===== src/rtl/microsequencer_if.sv =====
// Control-word next-state fields, status conditions and sequencer outputs.
// The control store / datapath side is the master, the sequencer is the slave.
interface microsequencer_if #(
    parameter int STATE_W = 7
);
    logic [2:0]         n_sel;
    logic               inv;
    logic [1:0]         cond_sel;
    logic [STATE_W-1:0] cr;
    logic [STATE_W-1:0] enc_state;
    logic               moc;
    logic               alu_zero;
    logic               alu_neg;
    logic [STATE_W-1:0] current_state;
    logic               stall;
    logic               timeout;
    logic               illegal;

    modport master (
        output n_sel, inv, cond_sel, cr, enc_state, moc, alu_zero, alu_neg,
        input  current_state, stall, timeout, illegal
    );

    modport slave (
        input  n_sel, inv, cond_sel, cr, enc_state, moc, alu_zero, alu_neg,
        output current_state, stall, timeout, illegal
    );
endinterface


===== src/rtl/microsequencer.sv =====
// Next-state engine of the microprogrammed control unit: registers current_state.
// Define MICROSEQ_RETURN_EN to enable the one-level CALL/RET microsubroutine.
module microsequencer #(
    parameter int STATE_W     = 7,
    parameter int LAST_STATE  = 60,
    parameter int FETCH_STATE = 0,
    parameter int WAIT_MAX    = 15
) (
    input  logic            clk,
    input  logic            reset,
    microsequencer_if.slave bus
);
    localparam int                 CW         = STATE_W + 1;
    localparam logic [CW-1:0]      LAST_EXT   = CW'(LAST_STATE);
    localparam logic [STATE_W-1:0] FETCH_CODE = STATE_W'(FETCH_STATE);
    localparam logic [7:0]         WAIT_LIMIT = 8'(WAIT_MAX - 1);

    typedef enum logic [2:0] {
        OP_ENC   = 3'b000,
        OP_FETCH = 3'b001,
        OP_JUMP  = 3'b010,
        OP_INC   = 3'b011,
        OP_BR    = 3'b100,
        OP_WAIT  = 3'b101,
        OP_CALL  = 3'b110,
        OP_RET   = 3'b111
    } op_e;

    op_e                op;
    logic [STATE_W-1:0] state_q;
    logic [STATE_W-1:0] state_d;
    logic [7:0]         wait_cnt_q;
    logic [7:0]         wait_cnt_d;
    logic               timeout_q;
    logic               illegal_q;
    logic [CW-1:0]      inc;
    logic [CW-1:0]      cand;
    logic [3:0]         cond_in;
    logic               c;
    logic               redirect;
    logic               bad_op;
    logic               range_bad;
    logic               stall_c;
    logic               timeout_hit;
`ifdef MICROSEQ_RETURN_EN
    logic [STATE_W-1:0] ret_reg;
    logic               ret_valid;
    logic               ret_load;
    logic               ret_clear;
`endif

    assign op      = op_e'(bus.n_sel);
    assign cond_in = {1'b1, bus.alu_neg, bus.alu_zero, bus.moc};
    assign c       = cond_in[bus.cond_sel] ^ bus.inv;
    // One bit wider so 127+1 carries out and fails the range check.
    assign inc     = {1'b0, state_q} + CW'(1);

    always_comb begin
        cand        = {1'b0, state_q};
        redirect    = 1'b0;
        bad_op      = 1'b0;
        stall_c     = 1'b0;
        timeout_hit = 1'b0;
        wait_cnt_d  = 8'd0;
`ifdef MICROSEQ_RETURN_EN
        ret_load    = 1'b0;
        ret_clear   = 1'b0;
`endif
        case (op)
            OP_ENC:   cand = {1'b0, bus.enc_state};
            OP_FETCH: redirect = 1'b1;
            OP_JUMP:  cand = {1'b0, bus.cr};
            OP_INC:   cand = inc;
            OP_BR:    cand = c ? {1'b0, bus.cr} : inc;
            OP_WAIT: begin
                if (c) begin
                    cand = inc;
                end else begin
                    stall_c = 1'b1;
                    // Condition wins over the limit; only a stalled cycle can time out.
                    if (wait_cnt_q == WAIT_LIMIT) begin
                        redirect    = 1'b1;
                        timeout_hit = 1'b1;
                    end else begin
                        wait_cnt_d = wait_cnt_q + 8'd1;
                    end
                end
            end
`ifdef MICROSEQ_RETURN_EN
            OP_CALL: begin
                ret_load = 1'b1;
                cand     = {1'b0, bus.cr};
            end
            OP_RET: begin
                ret_clear = 1'b1;
                if (ret_valid) begin
                    cand = {1'b0, ret_reg};
                end else begin
                    redirect = 1'b1;
                    bad_op   = 1'b1;
                end
            end
`else
            OP_CALL, OP_RET: begin
                redirect = 1'b1;
                bad_op   = 1'b1;
            end
`endif
            default: redirect = 1'b1;
        endcase

        // The fetch redirect itself is never range-checked.
        range_bad = !redirect && (cand > LAST_EXT);
        state_d   = (redirect || range_bad) ? FETCH_CODE : cand[STATE_W-1:0];
    end

    always_ff @(posedge clk) begin
        if (reset) begin
            state_q    <= FETCH_CODE;
            wait_cnt_q <= 8'd0;
            timeout_q  <= 1'b0;
            illegal_q  <= 1'b0;
        end else begin
            state_q    <= state_d;
            wait_cnt_q <= wait_cnt_d;
            if (timeout_hit) timeout_q <= 1'b1;
            if (bad_op || range_bad) illegal_q <= 1'b1;
        end
    end

`ifdef MICROSEQ_RETURN_EN
    always_ff @(posedge clk) begin
        if (reset) begin
            ret_reg   <= '0;
            ret_valid <= 1'b0;
        end else if (ret_load) begin
            ret_reg   <= inc[STATE_W-1:0];
            ret_valid <= 1'b1;
        end else if (ret_clear) begin
            ret_valid <= 1'b0;
        end
    end
`endif

    assign bus.current_state = state_q;
    assign bus.stall         = stall_c;
    assign bus.timeout       = timeout_q;
    assign bus.illegal       = illegal_q;
endmodule


===== src/flat_wrapper.sv =====
// flat-port wrapper written by rule: the top's interface ports become plain ports
module microsequencer_flat 
#(
    parameter int STATE_W     = 7,
    parameter int LAST_STATE  = 60,
    parameter int FETCH_STATE = 0,
    parameter int WAIT_MAX    = 15
)
  (clk, reset, bus_n_sel, bus_inv, bus_cond_sel, bus_cr, bus_enc_state, bus_moc, bus_alu_zero, bus_alu_neg, bus_current_state, bus_stall, bus_timeout, bus_illegal);
  microsequencer_if #(.STATE_W(STATE_W)) bus_i ();
  input  logic clk;
  input  logic reset;
  input wire logic [$bits(bus_i.n_sel)-1:0] bus_n_sel;
  input wire logic [$bits(bus_i.inv)-1:0] bus_inv;
  input wire logic [$bits(bus_i.cond_sel)-1:0] bus_cond_sel;
  input wire logic [$bits(bus_i.cr)-1:0] bus_cr;
  input wire logic [$bits(bus_i.enc_state)-1:0] bus_enc_state;
  input wire logic [$bits(bus_i.moc)-1:0] bus_moc;
  input wire logic [$bits(bus_i.alu_zero)-1:0] bus_alu_zero;
  input wire logic [$bits(bus_i.alu_neg)-1:0] bus_alu_neg;
  output wire logic [$bits(bus_i.current_state)-1:0] bus_current_state;
  output wire logic [$bits(bus_i.stall)-1:0] bus_stall;
  output wire logic [$bits(bus_i.timeout)-1:0] bus_timeout;
  output wire logic [$bits(bus_i.illegal)-1:0] bus_illegal;
  assign bus_i.n_sel = bus_n_sel;
  assign bus_i.inv = bus_inv;
  assign bus_i.cond_sel = bus_cond_sel;
  assign bus_i.cr = bus_cr;
  assign bus_i.enc_state = bus_enc_state;
  assign bus_i.moc = bus_moc;
  assign bus_i.alu_zero = bus_alu_zero;
  assign bus_i.alu_neg = bus_alu_neg;
  assign bus_current_state = bus_i.current_state;
  assign bus_stall = bus_i.stall;
  assign bus_timeout = bus_i.timeout;
  assign bus_illegal = bus_i.illegal;
  microsequencer #(.STATE_W(STATE_W), .LAST_STATE(LAST_STATE), .FETCH_STATE(FETCH_STATE), .WAIT_MAX(WAIT_MAX)) u_core (.clk(clk), .reset(reset), .bus(bus_i));
endmodule

===== config.mk =====
export PLATFORM = sky130hd
export DESIGN_NAME = microsequencer_flat
export DESIGN_NICKNAME = d
export VERILOG_FILES = /design/src/rtl/microsequencer_if.sv /design/src/rtl/microsequencer.sv /design/src/flat_wrapper.sv
export SDC_FILE = /design/constraint.sdc
export NUM_CORES = 1
export LEC_CHECK = 0
export ABC_CLOCK_PERIOD_IN_PS = 5500
export CORE_ASPECT_RATIO = 0.5
export CORE_UTILIZATION = 53
export DETAILED_ROUTE_END_ITERATION = 10
export GPL_TIMING_DRIVEN = 0
export PLACE_DENSITY_LB_ADDON = 0.15
export SYNTH_ARGS = -nofsm -noshare
export SYNTH_HDL_FRONTEND = slang
export SYNTH_SLANG_ARGS = --single-unit
export TNS_END_PERCENT = 30

===== constraint.sdc =====
create_clock -name clk -period 5.5 [get_ports clk]
set_input_delay 0.825 -clock clk [delete_from_list [all_inputs] [get_ports clk]]
set_output_delay 0.825 -clock clk [all_outputs]
set_load 0.1 [all_outputs]

==> flow_metrics.env, run 1 <==
export IMPL_ir_worst_vdd_mv=0.212
export IMPL_p_leak_nw=0.666
export IMPL_place_gp_congestion=0.842
export IMPL_max_freq_mhz=216
export IMPL_yosys_area_top_type_share_pct=24.0
export IMPL_grt_pass1_vias=1397
export IMPL_max_clock_path_buffers=2
export IMPL_gr_total_overflow=0
export IMPL_ant_nets=0
export IMPL_num_rows=12
export IMPL_netlist_instances=176
export IMPL_slowest_delay_ns=1.18
export IMPL_crit_path_top_delay_cell="clkdlybuf4s50_1"
export IMPL_place_area_mm2=0.00180
export IMPL_drtIter0Drc=139
export IMPL_period_needed_ns=4.63
export IMPL_ys_types=55
export IMPL_wl_met1_um=1660
export IMPL_wl_met2_um=1710
export IMPL_hp_class="flip-flop to flip-flop"
export IMPL_synth_area_per_cell_um2=8.06
export IMPL_cellPowerDensity_mw_per_mm2=190
export IMPL_skew_ns=0.00518
export IMPL_final_hold_violation_count=0
export IMPL_outcome="finished, final reports clean"
export IMPL_slew_headroom_pct=34.8
export IMPL_ys_ff_latch=17
export IMPL_ys_flop_type="dfxtp_1"
export IMPL_drt_vias_per_instance=5.90
export IMPL_hold_ws_ns=0.479
export IMPL_chipHeight_um=38.6
export IMPL_ys_seq_area_share_pct=24.0
export IMPL_fin_nets=243
export IMPL_numClockSinks=17
export IMPL_port_buffers=34
export IMPL_r2r_slack_ns=3.20
export IMPL_post_cts_buffers=0
export IMPL_top_layer_used="met4"
export IMPL_h_tree_depth=1
export IMPL_async_flop_share_pct=0
export IMPL_die_x_um=75.2
export IMPL_yosysTopAreaCell="dfxtp_1"
export IMPL_ctsHoldBuffers=0
export IMPL_wirelength_um=3780
export IMPL_layout_drive_gt1_share_pct=13.1
export IMPL_crit_required_ns=4.68
export IMPL_finalWorstSetupSlack_ns=0.866
export IMPL_ctsResizeCount=0
export IMPL_maxCapViolCount=0
export IMPL_design_area_mm2=0.00185
export IMPL_syn_num_nets=204
export IMPL_wire_per_inst_um=15.2
export IMPL_crit_chain="clkdlybuf4s50_1, mux2_2, o211ai_2, and2_1, buf_6, and3_1, clkdlybuf4s50_1"
export IMPL_grt_max_degree=11
export IMPL_cts_buffers=3
export IMPL_worst_pin_slew_ns=0.975
export IMPL_rsz0062_at_grt="false"
export IMPL_syn2layout_area_growth_pct=30.3
export IMPL_critical_path_endpoint_type="primary output"
export IMPL_critical_path_class="primary input to primary output"
export IMPL_final_setup_tns_ns=0
export IMPL_synth_area_top_cells="dfxtp_1 24%, nor2_1 5.0%, a21oi_1 4.6%, a211oi_2 3.5%, nor2b_1 3.5%"
export IMPL_dieArea_mm2=0.00290
export IMPL_ios=35
export IMPL_core_area_mm2=0.00237
export IMPL_fin_crit_sh_pct=84.2
export IMPL_final_cell_mix="34 x clkdlybuf4s50_1, 19 x nor2_1, 17 x dfxtp_1"
export IMPL_dr_wl_met3_um=304
export IMPL_syn_area_mm2=0.00142
export IMPL_groute_usage_overall_pct=28.5
export IMPL_critPathArrivalTime_ns=3.81
export IMPL_synth_warnings=0
export IMPL_final_common_cell="clkdlybuf4s50_1"
export IMPL_worstPathMaxFanout=7
export IMPL_crit_top_cell="clkdlybuf4s50_1"
export IMPL_synth_edf_count=0
export IMPL_cts_tree="built"
export IMPL_drc_errors=0
export IMPL_worstSetupStartpointType="primary input"
export IMPL_clock_latency_ns=0.25
export IMPL_antenna_found_initial=0
export IMPL_clk_pin_slew_ns=0.06
export IMPL_slew_violations=0
export IMPL_grt_pass1_wl_um=6000
export IMPL_dp_slack_ns=0.900
export IMPL_dp_hpwl_um=2930
export IMPL_start_util_pct=59.8
export IMPL_dr_pass1_iters=4
export IMPL_vias=1470
export IMPL_setup_violations_final=0
export IMPL_cts_root_buffer_cell="clkbuf_8"
export IMPL_antenna_cells=0
==> Yosys cell counts (all sizes together), types with 5 or more instances <==
cell type and instances:
a21oi 14, o21ai 13, dfxtp 17, nor2 19
nand2 13, o31ai 5, nor2b 9, nand3 6
a211oi 5
==> cell type report <==
class | instances | area (um^2)
clock buffers | 3 | 41.3
well taps | 35 | 43.8
plain buffers | 7 | 37.5
repair buffers | 34 | 340
clock inverters | 1 | 5.00
multi-input cells | 148 | 1030
inverters | 4 | 15.0
flip-flops and latches | 17 | 340
fillers | 185 | 523
==> sequential cells by signal, summed over array words and instances, names as in the netlist <==
| name | cells |
|---|---|
| u_core.wait_cnt_q | 8 |
| u_core.bus.current_state | 7 |
| u_core.bus.illegal | 1 |
| u_core.bus.timeout | 1 |
==> worst paths after layout <==
path,start,end,cells past startpoint
min reg2reg,u_core.wait_cnt_q[0],u_core.wait_cnt_q[0],1
max,bus_cond_sel[1],bus_stall,7
max reg2reg,u_core.bus.current_state[0],u_core.bus.current_state[0],9
min,u_core.wait_cnt_q[0],u_core.wait_cnt_q[0],1
==> kinds of logic after synthesis <==
logic type	synth area share [%]
fa+ha+maj	2.65
mux	3.00
flops	24.0
compound gates	35.6
buf+inv	3.70
xor+xnor	4.32
simple gates	26.5
other cells	0.264
==> metrics by stage <==
step	power, W	util, %	std cells
after floorplan	0.000221	-	176
after global placement	0.000258	76.0	245
after detailed placement	0.000262	76.0	245
after CTS	0.000351	78.0	249
after global routing	0.000365	78.0	249
final	0.000352	78.0	249
==> metal layers <==
metal	global-route usage, %	up-vias
li1	-	727
met5	0	-
met3	4.43	15
met1	33.8	662
met2	50.9	66
met4	15.7	0
==> worst max-delay path: cells and delay by family <==
kind / cells / cell delay (ns)
buffers and inverters: 3 / 1.80
AOI/OAI and AO/OA: 1 / 0.32
and+or+nand+nor: 2 / 0.49
muxes: 1 / 0.38
==> report_power, final <==
| group | total (W) | switching (W) | internal (W) |
|---|---|---|---|
| clock | 0.0000916 | 0.0000414 | 0.0000502 |
| combinational | 0.000130 | 0.0000784 | 0.0000513 |
| sequential | 0.000131 | 0.00000446 | 0.000127 |
| total | 0.000352 | 0.000124 | 0.000228 |
No activity file was read; power rests on OpenSTA's default activity.
==> run 2: changes to the inputs <==
- ABC_CLOCK_PERIOD_IN_PS: 5500 -> 3900
- CORE_UTILIZATION: 53 -> 44
- clock period: 5.5 -> 3.9 ns (I/O delays scaled with it)
==> run 2 against run 1 <==
Net effect:
- utilization fell by 17 points
- flip-flop and latch count did not move
- cell area unchanged
- combinational power increased by 38%
- die area increased by 20%
- clock skew fell by 0.0012 ns
- first-iteration DRC count is 49% lower
- via count decreased by 2.7%
- count of clock-buffer cells in the layout is 1 higher
- sequential share of layout area unchanged
- non-clock buffer count is the same
- worst hold slack lost 0.00059 ns
- critical endpoint unchanged
- largest power group unchanged
- highest routed layer unchanged
==> flow_metrics.env, run 2 (synthesis gave the netlist of run 1 again) <==
export IMPL_cts_root_buffer_cell="clkbuf_8"
export IMPL_p_leak_nw=0.664
export IMPL_ant_nets=0
export IMPL_gr_total_overflow=0
export IMPL_worst_pin_slew_ns=0.985
export IMPL_numClockSinks=17
export IMPL_die_x_um=82.3
export IMPL_antenna_found_initial=0
export IMPL_largest_reg_flops=8
export IMPL_ios=35
export IMPL_cts_buffers=3
export IMPL_final_cell_mix="33 x clkdlybuf4s50_1, 19 x nor2_1, 17 x dfxtp_1"
export IMPL_slew_violations=0
export IMPL_ir_worst_vdd_mv=0.214
export IMPL_drtIter0Drc=71
export IMPL_post_cts_buffers=0
export IMPL_grt_pass1_vias=1279
export IMPL_fillers=276
export IMPL_finalWorstSetupSlack_ns=0.453
export IMPL_hold_ws_ns=0.478
export IMPL_slew_headroom_pct=34.1
export IMPL_port_buffers=34
export IMPL_h_tree_depth=1
export IMPL_vias=1430
export IMPL_dieArea_mm2=0.00347
export IMPL_final_hold_violation_count=0
export IMPL_clk_pin_slew_ns=0.06
export IMPL_layout_drive_gt1_share_pct=13.1
export IMPL_cts_tree="built"
export IMPL_drc_errors=0
export IMPL_syn2layout_area_growth_pct=30.3
export IMPL_maxCapViolCount=0
export IMPL_fin_nets=243
export IMPL_place_gp_congestion=0.859
export IMPL_rsz0062_at_grt="false"
export IMPL_period_needed_ns=3.45
export IMPL_num_rows=14
export IMPL_antenna_cells=0
export IMPL_wire_per_inst_um=14.0
export IMPL_clock_latency_ns=0.24
export IMPL_cellPowerDensity_mw_per_mm2=265
export IMPL_final_common_cell="clkdlybuf4s50_1"
export IMPL_skew_ns=0.00396
export IMPL_max_clock_path_buffers=2
export IMPL_outcome="finished, final reports clean"
export IMPL_fin_util_pct=61.0
export IMPL_fin_crit_sh_pct=88.4
export IMPL_worstSetupStartpointType="primary input"
export IMPL_drt_vias_per_instance=5.63
export IMPL_crit_required_ns=3.31
export IMPL_groute_usage_overall_pct=21.5
export IMPL_core_area_mm2=0.00303
export IMPL_regMostFlops="u_core.wait_cnt_q"
export IMPL_critical_path_endpoint_type="primary output"
export IMPL_dp_slack_ns=-0.218
export IMPL_dr_pass1_iters=4
export IMPL_hp_class="flip-flop to flip-flop"
export IMPL_critPathArrivalTime_ns=2.86
export IMPL_worstPathMaxFanout=7
export IMPL_chipHeight_um=42.2
export IMPL_start_util_pct=46.8
export IMPL_grt_max_degree=11
export IMPL_dp_hpwl_um=2760
export IMPL_max_freq_mhz=290
export IMPL_critical_path_class="primary input to primary output"
export IMPL_wirelength_um=3560
export IMPL_setup_violations_final=0
export IMPL_grt_pass1_wl_um=5710
## run 2: per-layer routing
layer	routed length [um]	track usage, %	part of all wire [%]	up-vias
li1	-	-	-	727
met1	1740	30.6	49	648
met2	1530	33.6	43	51
met3	263	2.61	7.4	4
met4	26	7.02	0.73	0
met5	0	0	0	-
## run 2: path summary, 6_finish.rpt
| check | startpoint | end | slack [ns] | cells after the start |
|---|---|---|---|---|
| max | bus_cond_sel[1] | bus_stall | 0.45 | 7 |
| max reg2reg | u_core.bus.current_state[0] | u_core.bus.current_state[0] | 1.63 | 9 |
| min | u_core.wait_cnt_q[0] | u_core.wait_cnt_q[0] | 0.48 | 1 |
| min reg2reg | u_core.wait_cnt_q[0] | u_core.wait_cnt_q[0] | 0.48 | 1 |
## run 2: repair_timing
| item | CTS | global route |
|---|---|---|
| hold buffers | 0 | 0 |
| endpoints found under the setup margin | 1 | 1 |
| pin swaps | 0 | 0 |
| gates resized for setup | 1 | 2 |
| endpoints found under the hold margin | 0 | 0 |
## run 2: power by group
group / total, W / switching, W / leakage [nW] / internal [W]
Clock: 0.000125 / 0.0000530 / 0.0228 / 0.0000722
Combinational: 0.000180 / 0.000108 / 0.503 / 0.0000719
Sequential: 0.000185 / 0.00000609 / 0.138 / 0.000179
Total: 0.000489 / 0.000167 / 0.664 / 0.000323
## run 2: critical path: stages
cell and delay [ns]:
clkdlybuf4s50_1 0.49, mux2_2 0.38, o211ai_2 0.31, and2_1 0.20
buf_6 0.13, and3_1 0.27, clkbuf_2 0.50
## run 2: through the flow
stage / total power (W) / std cells / area, um^2 / TNS (ns)
floorplan: 0.000311 / 176 / 1420 / 0
global placement: 0.000365 / 250 / 1810 / -0.194
detailed placement: 0.000368 / 250 / 1810 / -0.218
CTS: 0.000494 / 254 / 1850 / 0
global route: 0.000514 / 254 / 1850 / 0
finish: 0.000489 / 254 / 1850 / 0
## run 2: layout make-up
cell class	count	area (um^2)	area share [%]
repair buffers	34	335	18.1
multi-input cells	148	1030	55.5
clock buffers	4	45.0	2.44
flip-flops and latches	17	340	18.4
plain buffers	7	37.5	2.03
inverters	4	15.0	0.812
well taps	40	50.0	2.71
